### src/rtl/sram_like_arbiter.sv
// N-channel sram-like arbiter: merges master ports onto one slave port, tracks
// outstanding transactions in an in-order id FIFO and routes responses back.
module sram_like_arbiter_lane #(
  parameter int IDW = 1,
  parameter int ID  = 0
) (
  input  logic           hs,
  input  logic           pop,
  input  logic [IDW-1:0] grant,
  input  logic [IDW-1:0] head,
  output logic           addr_ok,
  output logic           data_ok
);
  assign addr_ok = hs  & (grant == IDW'(ID));
  assign data_ok = pop & (head  == IDW'(ID));
endmodule

module sram_like_arbiter #(
  parameter int NCH       = 2,
  parameter int ADDR_W    = 32,
  parameter int DATA_W    = 32,
  parameter int MAX_OUTST = 4,
  parameter int RR        = 0
) (
  input  logic                           clk,
  input  logic                           resetn,
  input  logic [NCH-1:0]                 m_req,
  input  logic [NCH-1:0]                 m_wr,
  input  logic [NCH-1:0][1:0]            m_size,
  input  logic [NCH-1:0][DATA_W/8-1:0]   m_wstrb,
  input  logic [NCH-1:0][ADDR_W-1:0]     m_addr,
  input  logic [NCH-1:0][DATA_W-1:0]     m_wdata,
  output logic [NCH-1:0]                 m_addr_ok,
  output logic [NCH-1:0]                 m_data_ok,
  output logic [DATA_W-1:0]              m_rdata,
  output logic                           s_req,
  output logic                           s_wr,
  output logic [1:0]                     s_size,
  output logic [DATA_W/8-1:0]            s_wstrb,
  output logic [ADDR_W-1:0]              s_addr,
  output logic [DATA_W-1:0]              s_wdata,
  input  logic                           s_addr_ok,
  input  logic                           s_data_ok,
  input  logic [DATA_W-1:0]              s_rdata,
  output logic [$clog2(MAX_OUTST):0]     outst_cnt,
  output logic                           resp_err
);
  localparam int IDW = (NCH > 1) ? $clog2(NCH) : 1;
  localparam int PW  = $clog2(MAX_OUTST);
  localparam int CW  = PW + 1;

  logic [MAX_OUTST-1:0][IDW-1:0] fifo_q, fifo_d;
  logic [PW-1:0]  wr_ptr_q, wr_ptr_d, rd_ptr_q, rd_ptr_d;
  logic [CW-1:0]  cnt_q, cnt_d;
  logic           lock_q, lock_d;
  logic [IDW-1:0] lock_id_q, lock_id_d;
  logic [IDW-1:0] rr_ptr_q, rr_ptr_d;
  logic           resp_err_q, resp_err_d;

  logic [IDW-1:0] arb_gnt, grant, head;
  logic           found, enabled, hs, pop;

  always_comb begin
    arb_gnt = '0;
    found   = 1'b0;
    if (RR != 0) begin
      for (int k = 0; k < NCH; k++) begin
        if (!found && m_req[(int'(rr_ptr_q) + k) % NCH]) begin
          arb_gnt = IDW'((int'(rr_ptr_q) + k) % NCH);
          found   = 1'b1;
        end
      end
    end else begin
      // later (higher) indices overwrite earlier ones
      for (int i = 0; i < NCH; i++) begin
        if (m_req[i]) arb_gnt = IDW'(i);
      end
    end
  end

  assign grant   = lock_q ? lock_id_q : arb_gnt;
  assign enabled = cnt_q < CW'(MAX_OUTST);
  assign s_req   = resetn & enabled & (lock_q | (|m_req));
  assign hs      = s_req & s_addr_ok;
  // a response only ever retires an entry pushed in an earlier cycle
  assign pop     = resetn & s_data_ok & (cnt_q != '0);
  assign head    = fifo_q[rd_ptr_q];

  assign s_wr    = m_wr[grant];
  assign s_size  = m_size[grant];
  assign s_wstrb = m_wstrb[grant];
  assign s_addr  = m_addr[grant];
  assign s_wdata = m_wdata[grant];
  assign m_rdata = s_rdata;

  for (genvar g = 0; g < NCH; g++) begin : g_lane
    sram_like_arbiter_lane #(.IDW(IDW), .ID(g)) u_lane (
      .hs      (hs),
      .pop     (pop),
      .grant   (grant),
      .head    (head),
      .addr_ok (m_addr_ok[g]),
      .data_ok (m_data_ok[g])
    );
  end

  always_comb begin
    fifo_d     = fifo_q;
    wr_ptr_d   = wr_ptr_q;
    rd_ptr_d   = rd_ptr_q;
    rr_ptr_d   = rr_ptr_q;
    lock_d     = s_req & ~s_addr_ok;
    lock_id_d  = s_req ? grant : lock_id_q;
    cnt_d      = cnt_q + CW'(hs) - CW'(pop);
    resp_err_d = resp_err_q | (s_data_ok & (cnt_q == '0));
    if (hs) begin
      fifo_d[wr_ptr_q] = grant;
      wr_ptr_d         = wr_ptr_q + 1'b1;
      if (RR != 0) rr_ptr_d = (grant == IDW'(NCH - 1)) ? '0 : grant + 1'b1;
    end
    if (pop) rd_ptr_d = rd_ptr_q + 1'b1;
  end

  always_ff @(posedge clk or negedge resetn) begin
    if (!resetn) begin
      fifo_q     <= '0;
      wr_ptr_q   <= '0;
      rd_ptr_q   <= '0;
      cnt_q      <= '0;
      lock_q     <= 1'b0;
      lock_id_q  <= '0;
      rr_ptr_q   <= '0;
      resp_err_q <= 1'b0;
    end else begin
      fifo_q     <= fifo_d;
      wr_ptr_q   <= wr_ptr_d;
      rd_ptr_q   <= rd_ptr_d;
      cnt_q      <= cnt_d;
      lock_q     <= lock_d;
      lock_id_q  <= lock_id_d;
      rr_ptr_q   <= rr_ptr_d;
      resp_err_q <= resp_err_d;
    end
  end

  assign outst_cnt = cnt_q;
  assign resp_err  = resp_err_q;
endmodule

### config.mk
export PLATFORM = sky130hd
export DESIGN_NAME = sram_like_arbiter
export DESIGN_NICKNAME = d
export VERILOG_FILES = /design/src/rtl/sram_like_arbiter.sv
export SDC_FILE = /design/constraint.sdc
export NUM_CORES = 1
export LEC_CHECK = 0
export CAP_MARGIN = 25
export CORE_AREA = 4 4 110 112
export DETAILED_ROUTE_END_ITERATION = 6
export DIE_AREA = 0 0 114 116
export DONT_BUFFER_PORTS = 1
export PLACE_DENSITY_LB_ADDON = 0.1
export SLEW_MARGIN = 30
export SYNTH_ARGS = -nofsm -noshare
export SYNTH_HDL_FRONTEND = slang
export SYNTH_SLANG_ARGS = --single-unit
### constraint.sdc
create_clock -name clk -period 2 [get_ports clk]
set_clock_uncertainty 0.05 [all_clocks]
set_input_delay 0.3 -clock clk [delete_from_list [all_inputs] [get_ports clk]]
set_output_delay 0.3 -clock clk [all_outputs]
set_load 0.1 [all_outputs]
==> results of run 1 <==
-- worst max-delay path, cell delays in order (launching register included) --
cell and delay [ns]:
dfrtp_4 0.47, o311a_4 0.40, ha_4 0.27, inv_2 0.04
ha_4 0.14, fa_2 0.32, xor2_1 0.15, xnor2_1 0.13
-- per-stage QoR --
stage	area [um^2]	power (mW)	setup slack, ns
6_report	4050	5.64	-0.0856
5_1_grt	4050	5.87	-0.117
4_1_cts	3810	5.54	-0.113
3_5_place_dp	3620	4.99	-0.119
3_3_place_gp	3620	4.99	-0.0959
2_1_floorplan	2160	3.85	-0.313
-- flip-flops by register name, indices dropped and copies added, names as in the netlist --
name,flops
lock_id_q,1
lock_q,1
fifo_q,4
rd_ptr_q,2
outst_cnt,3
wr_ptr_q,2
resp_err,1
-- cell type report --
type,instances,area (um^2)
fillers,1168,7170
repair buffers,98,1840
multi-input cells,253,1560
flip-flops and latches,14,362
well taps,143,179
clock buffers,4,88.8
inverters,5,18.8
-- routing by layer --
metal | up-vias | GRT usage, %
li1 | 1051 | -
met1 | 1001 | 15.2
met2 | 151 | 22.1
met3 | 4 | 3.86
met4 | 0 | 1.43
met5 | - | 0
-- how the worst max path moves through the flow --
| stage | slack (ns) | endpoint |
|---|---|---|
| final | -0.09 | outst_cnt[2]$_DFF_PN0_ |
| after global routing | -0.12 | outst_cnt[2]$_DFF_PN0_ |
| after CTS | -0.11 | outst_cnt[2]$_DFF_PN0_ |
| after detailed placement | -0.12 | outst_cnt[2]$_DFF_PN0_ |
| after global placement | -0.1 | outst_cnt[2]$_DFF_PN0_ |
| after floorplan | -0.31 | outst_cnt[2]$_DFF_PN0_ |
-- where the power goes --
part           switching [mW]  internal (mW)  total (mW)
clock                   0.121          0.303       0.424
combinational            3.00           1.58        4.58
sequential              0.190          0.442       0.632
total                    3.31           2.32        5.64
-- synth_stat cells, drive strengths merged --
library cell and number:
xnor2 3, nor2b 2, dfrtp 14, and2b 1, nor3b 1, ha 6, nor2 1, o311a 1
a22o 2, fa 1, nand3 1, mux2 5, a21o 1, clkbuf 4, and2 2, buf 48
nand2 215, and3 1, or3 1, nor3 1, nand4 4, inv 5, xor2 2, mux4 1
mux2i 1
-- cell families after synthesis --
logic type               after synthesis
AO/OA/AOI/OAI                          4
XOR/XNOR                               5
adder cells (fa/ha/maj)                7
buffers and inverters                 57
flip-flops                            14
multiplexers                           7
AND/OR/NAND/NOR                      230
-- what timing repair did --
action,in CTS,in global routing
hold buffers,1,0
endpoints found under the hold margin,14,0
cloned,1,4
resized for setup,8,47
setup buffers,3,0
pin swaps,4,9
setup endpoints to repair,58,77
==> flow_summary.json, run 1 <==
{
  "status": "finished, violations left",
  "violations": "setup timing",
  "synth-adder-area-share_pct": 4.92,
  "met1_length_um": 3750,
  "finalWirelength_um": 9990,
  "rrSetupSlack_ns": -0.09,
  "period_needed_ns": 2.09,
  "final_max_slew_viol_count": 0,
  "synth_top_area_share_pct": 41.7,
  "grt_max_degree": 44,
  "wl_met2_um": 5250,
  "port_buffers": 0,
  "layout_common_cells": "109 x nand2_1, 98 x nand2_2, 78 x buf_12",
  "crit_arrival_ns": 2.17,
  "min_path_type": "input port to flop",
  "dp_hpwl_um": 7800,
  "dr_total_vias": 2207,
  "yosysWarnings": 0,
  "utilization_pct": 36.1,
  "grt_use_total_pct": 12.4,
  "ant_nets": 0,
  "tightestPinTransition_ns": 0.889,
  "num_antenna_cells": 0,
  "place.gp.congestion": 0.722,
  "htreeDepth": 1,
  "r2r_start": "outst_cnt[0]$_DFF_PN0_",
  "rows": 39,
  "highest_layer": "met4",
  "yosys.area_share.simple_pct": 47.1,
  "cts_buffer_depth": 2,
  "core_area_mm2": 0.0112,
  "detail_route.wl_per_cell_um": 19.3,
  "syn-cell-area_mm2": 0.00193,
  "post_drt_via_cell_ratio": 4.27,
  "holdPathStages": 1,
  "syn_avg_cell_area_um2": 5.97,
  "ys_ff_latch": 14,
  "syn_to_final_growth_pct": 110,
  "syn_nets": 511,
  "grt_setup_unrepaired": "yes",
  "start_util_pct": 17.2,
  "met3_length_um": 971,
  "cts_buffers": 3,
  "post-synth-top-area-cell": "nand2_1",
  "grt_pass1_wl_um": 12800,
  "drv_cap": 0,
  "p_leak_nw": 1.92,
  "cts.sink_count": 14,
  "num_io_pins": 292,
  "peakVddDrop_v": 0.000975,
  "netlist_instances": 324,
  "hold_ws_ns": 0.0626,
  "min_from": "s_addr_ok",
  "startpoint": "outst_cnt[0]$_DFF_PN0_",
  "r2r_end": "outst_cnt[2]$_DFF_PN0_",
  "post_synth_mux_area_share_pct": 5.63,
  "die_w_um": 114,
  "firstDrtPassIters": 2,
  "cts_tree": "yes",
  "dieArea_mm2": 0.0132,
  "path_class": "flop to flop",
  "die_h_um": 116,
  "synth_compound_area_share_pct": 1.81,
  "clkLatencyLatePin_ns": 0.25,
  "nets": 562,
  "first_iter_violations": 79,
  "root_buffer": "clkbuf_16",
  "fin_setup_tns_ns": -0.174,
  "slew_headroom_pct": 40.7,
  "required_ns": 2.08,
  "finalSetupViolations": 20,
  "layout-drive-gt1-share_pct": 60.4,
  "hold_viol_final": 0,
  "fmax_mhz": 479,
  "cp-end-kind": "flop",
  "synthXorXnorAreaFrac_pct": 2.27,
  "antenna_found_initial": 0,
  "clk_pin_slew_ns": 0.05,
  "synth_top_family_by_area": "simple AND/OR/NAND/NOR gates",
  "overflow": 0,
  "reg2reg_depth": 7,
  "yosys-top-cells-area": "nand2_1 42%, dfrtp_1 18%, buf_4 16%",
  "drc": 0,
  "layout_setup_ws_ns": -0.0856,
  "hold_path_end": "lock_q$_DFF_PN0_",
  "start_kind": "flop",
  "fin_crit_sh_pct": 104,
  "fin_cells": 517,
  "synth-seq-area-share_pct": 18.1,
  "final_common_cell": "nand2_1",
  "crit_fanout": 2,
  "post-place-cells": 504,
  "grt_pass1_vias": 2123,
  "synth_cell_types": 28,
  "power_density_mw_per_mm2": 1390
}
No activity file was read; power rests on OpenSTA's default activity.
==> run 2: changes to the inputs <==
--- a/config.mk
+++ b/config.mk
@@ -6,6 +6,8 @@
 export NUM_CORES = 1
 export LEC_CHECK = 0
 export CAP_MARGIN = 25
+export CELL_PAD_IN_SITES_DETAIL_PLACEMENT = 0
+export CELL_PAD_IN_SITES_GLOBAL_PLACEMENT = 1
 export CORE_AREA = 4 4 110 112
 export DETAILED_ROUTE_END_ITERATION = 6
 export DIE_AREA = 0 0 114 116
==> constraint.sdc (replaced) <==
create_clock -name clk -period 1.7 [get_ports clk]
set_clock_uncertainty 0.05 [all_clocks]
set_input_delay 0.255 -clock clk [delete_from_list [all_inputs] [get_ports clk]]
set_output_delay 0.255 -clock clk [all_outputs]
set_load 0.1 [all_outputs]
==> run 2 against run 1 <==
The flow still finishes with violations (setup timing). Sequential share of layout area decreased by 2.8 points. Utilization increased by 16 points. Register-to-register slack worse by 0.30 ns. Worst setup slack worse by 0.33 ns. Critical path depth is the same. Largest power group unchanged. Highest routed layer unchanged.
==> flow_summary.json, run 2 (synthesis results as in run 1) <==
{
  "pwr-share-comb_pct": 83.8,
  "num_io_pins": 292,
  "port_buffers": 0,
  "hold_viol_final": 0,
  "crit_arrival_ns": 1.81,
  "path_class": "flop to output port",
  "clkLatencyLatePin_ns": 0.24,
  "dp_hpwl_um": 6360,
  "crit_fanout": 8,
  "hold_path_end": "lock_q$_DFF_PN0_",
  "min_from": "s_addr_ok",
  "power_frac_seq_pct": 9.8,
  "dieArea_mm2": 0.0132,
  "p_int_mw": 3.10,
  "r2r_start": "outst_cnt[0]$_DFF_PN0_",
  "cts.sink_count": 14,
  "cts_buffer_depth": 2,
  "fillers": 935,
  "layout_setup_ws_ns": -0.412,
  "final_max_slew_viol_count": 0,
  "cts_buffers": 3,
  "dpl-instance-area_mm2": 0.00284,
  "drc": 0,
  "multiInputGateArea_mm2": 0.00367,
  "tightestPinTransition_ns": 0.896,
  "grt_max_degree": 36,
  "finalWirelength_um": 11900,
  "antenna_found_initial": 0,
  "nets": 550,
  "p_sw_mw": 4.62,
  "hold_ws_ns": 0.0235,
  "num_antenna_cells": 0,
  "slew_headroom_pct": 40.3,
  "power_density_mw_per_mm2": 1310,
  "syn_to_final_growth_pct": 205,
  "clk_pin_slew_ns": 0.05,
  "peakVddDrop_v": 0.000861,
  "p_leak_nw": 2.31,
  "grt_pass1_wl_um": 13600,
  "rows": 39,
  "cts_tree": "yes",
  "first_iter_violations": 75,
  "place.gp.congestion": 0.644,
  "htreeDepth": 1,
  "design_area_mm2": 0.00589,
  "rrSetupSlack_ns": -0.39,
  "largest_register_ffs": 4,
  "r2r_end": "outst_cnt[2]$_DFF_PN0_",
  "start_kind": "flop",
  "largest-register": "fifo_q",
  "post_drt_via_cell_ratio": 4.69,
  "final_common_cell": "nand2_8",
  "layout_common_cells": "117 x nand2_8, 48 x nand2_4, 41 x buf_12",
  "grt_setup_unrepaired": "yes",
  "fmax_mhz": 474,
  "violations": "setup timing",
  "detail_route.wl_per_cell_um": 23.5,
  "cp-end-kind": "output port",
  "dr_total_vias": 2370,
  "grt_pass1_vias": 2364,
  "root_buffer": "clkbuf_16",
  "holdPathStages": 1,
  "die_w_um": 114,
  "drv_cap": 0,
  "start_util_pct": 17.2,
  "seq_area_um2": 362,
  "post-place-ws_ns": -0.408,
  "finalSetupViolations": 81,
  "status": "finished, violations left",
  "swShare_pct": 59.8,
  "total_power_mw": 7.72,
  "ant_nets": 0,
  "fin_setup_tns_ns": -25.85,
  "core_area_mm2": 0.0112,
  "period_needed_ns": 2.11,
  "die_h_um": 116,
  "required_ns": 1.39,
  "overflow": 0,
  "layout-drive-gt1-share_pct": 87.6,
  "reg2reg_depth": 7,
  "power_frac_clock_pct": 6.4,
  "min_path_type": "input port to flop",
  "fin_crit_sh_pct": 124,
  "firstDrtPassIters": 4,
  "grt_use_total_pct": 13.1
}
==> run 2: cell types whose count changed in the layout (fill, tap and decap cells not counted) <==
cell       change
xor2_1         -1
buf_6          +9
nand2_1       -98
or3_4          +1
nand2_8      +117
mux2_4         +5
xor2_2         +1
buf_12        -37
buf_16         +9
nand2_2       -59
clkbuf_16      +5
mux2_1         -3
nand2_4       +40
or3_1          -1
==> run 2: metrics by stage <==
stage / utilization (%) / cells
2_1_floorplan: - / 324
3_3_place_gp: 25.3 / 447
3_5_place_dp: 25.3 / 447
4_1_cts: 39.6 / 475
5_1_grt: 52.5 / 505
6_report: 52.5 / 505
==> run 2: metal layers <==
metal | up-vias | global-route usage, % | routed length (um)
met2 | 166 | 23.3 | 6150
li1 | 1045 | - | -
met3 | 15 | 4.13 | 1060
met5 | - | 0 | 0
met4 | 0 | 1.19 | 181
met1 | 1144 | 16.2 | 4480
==> run 2: area by class of cell <==
type | count | area share (%)
Clock buffer | 4 | 1.51
Sequential cell | 14 | 6.13
Tap cell | 143 | 3.04
Inverter | 5 | 0.318
Multi-Input combinational cell | 255 | 62.3
Timing Repair Buffer | 84 | 26.7
==> run 2: worst max path at each step <==
stage                      startpoint                endpoint  slack, ns  depth (start not counted)
2_1_floorplan  outst_cnt[0]$_DFF_PN0_  outst_cnt[2]$_DFF_PN0_      -0.61                          7
3_3_place_gp   outst_cnt[0]$_DFF_PN0_  outst_cnt[2]$_DFF_PN0_      -0.41                          7
3_5_place_dp   outst_cnt[0]$_DFF_PN0_  outst_cnt[2]$_DFF_PN0_      -0.41                          7
4_1_cts        outst_cnt[2]$_DFF_PN0_  outst_cnt[2]$_DFF_PN0_      -0.41                          7
5_1_grt              lock_q$_DFF_PN0_              s_addr[24]      -0.46                          7
6_report             lock_q$_DFF_PN0_              s_addr[24]      -0.41                          7
==> run 2: critical path, cell delays in order (launching register included) <==
cell and delay [ns]:
dfrtp_1 0.36, buf_6 0.15, mux2i_4 0.29, buf_12 0.21, clkbuf_16 0.21, buf_12 0.12
nand2_8 0.05, nand2_8 0.16
==> run 2: repair_timing <==
| action | 4_1_cts | 5_1_grt |
|---|---|---|
| pin swaps | 58 | 96 |
| gates cloned | 8 | 16 |
| hold buffers | 1 | 0 |
| setup endpoints to repair | 78 | 78 |
| buffers inserted | 15 | 16 |
| hold endpoints to repair | 14 | 0 |
| resized for setup | 202 | 189 |
==> run 2: power groups by stage <==
stage	Combinational [mW]	Clock [mW]	Sequential (mW)
floorplan	3.75	0	1.02
CTS	5.50	0.505	0.744
global route	6.71	0.524	0.781
finish	6.47	0.493	0.756
global placement	4.37	0	0.751
detailed placement	4.36	0	0.751
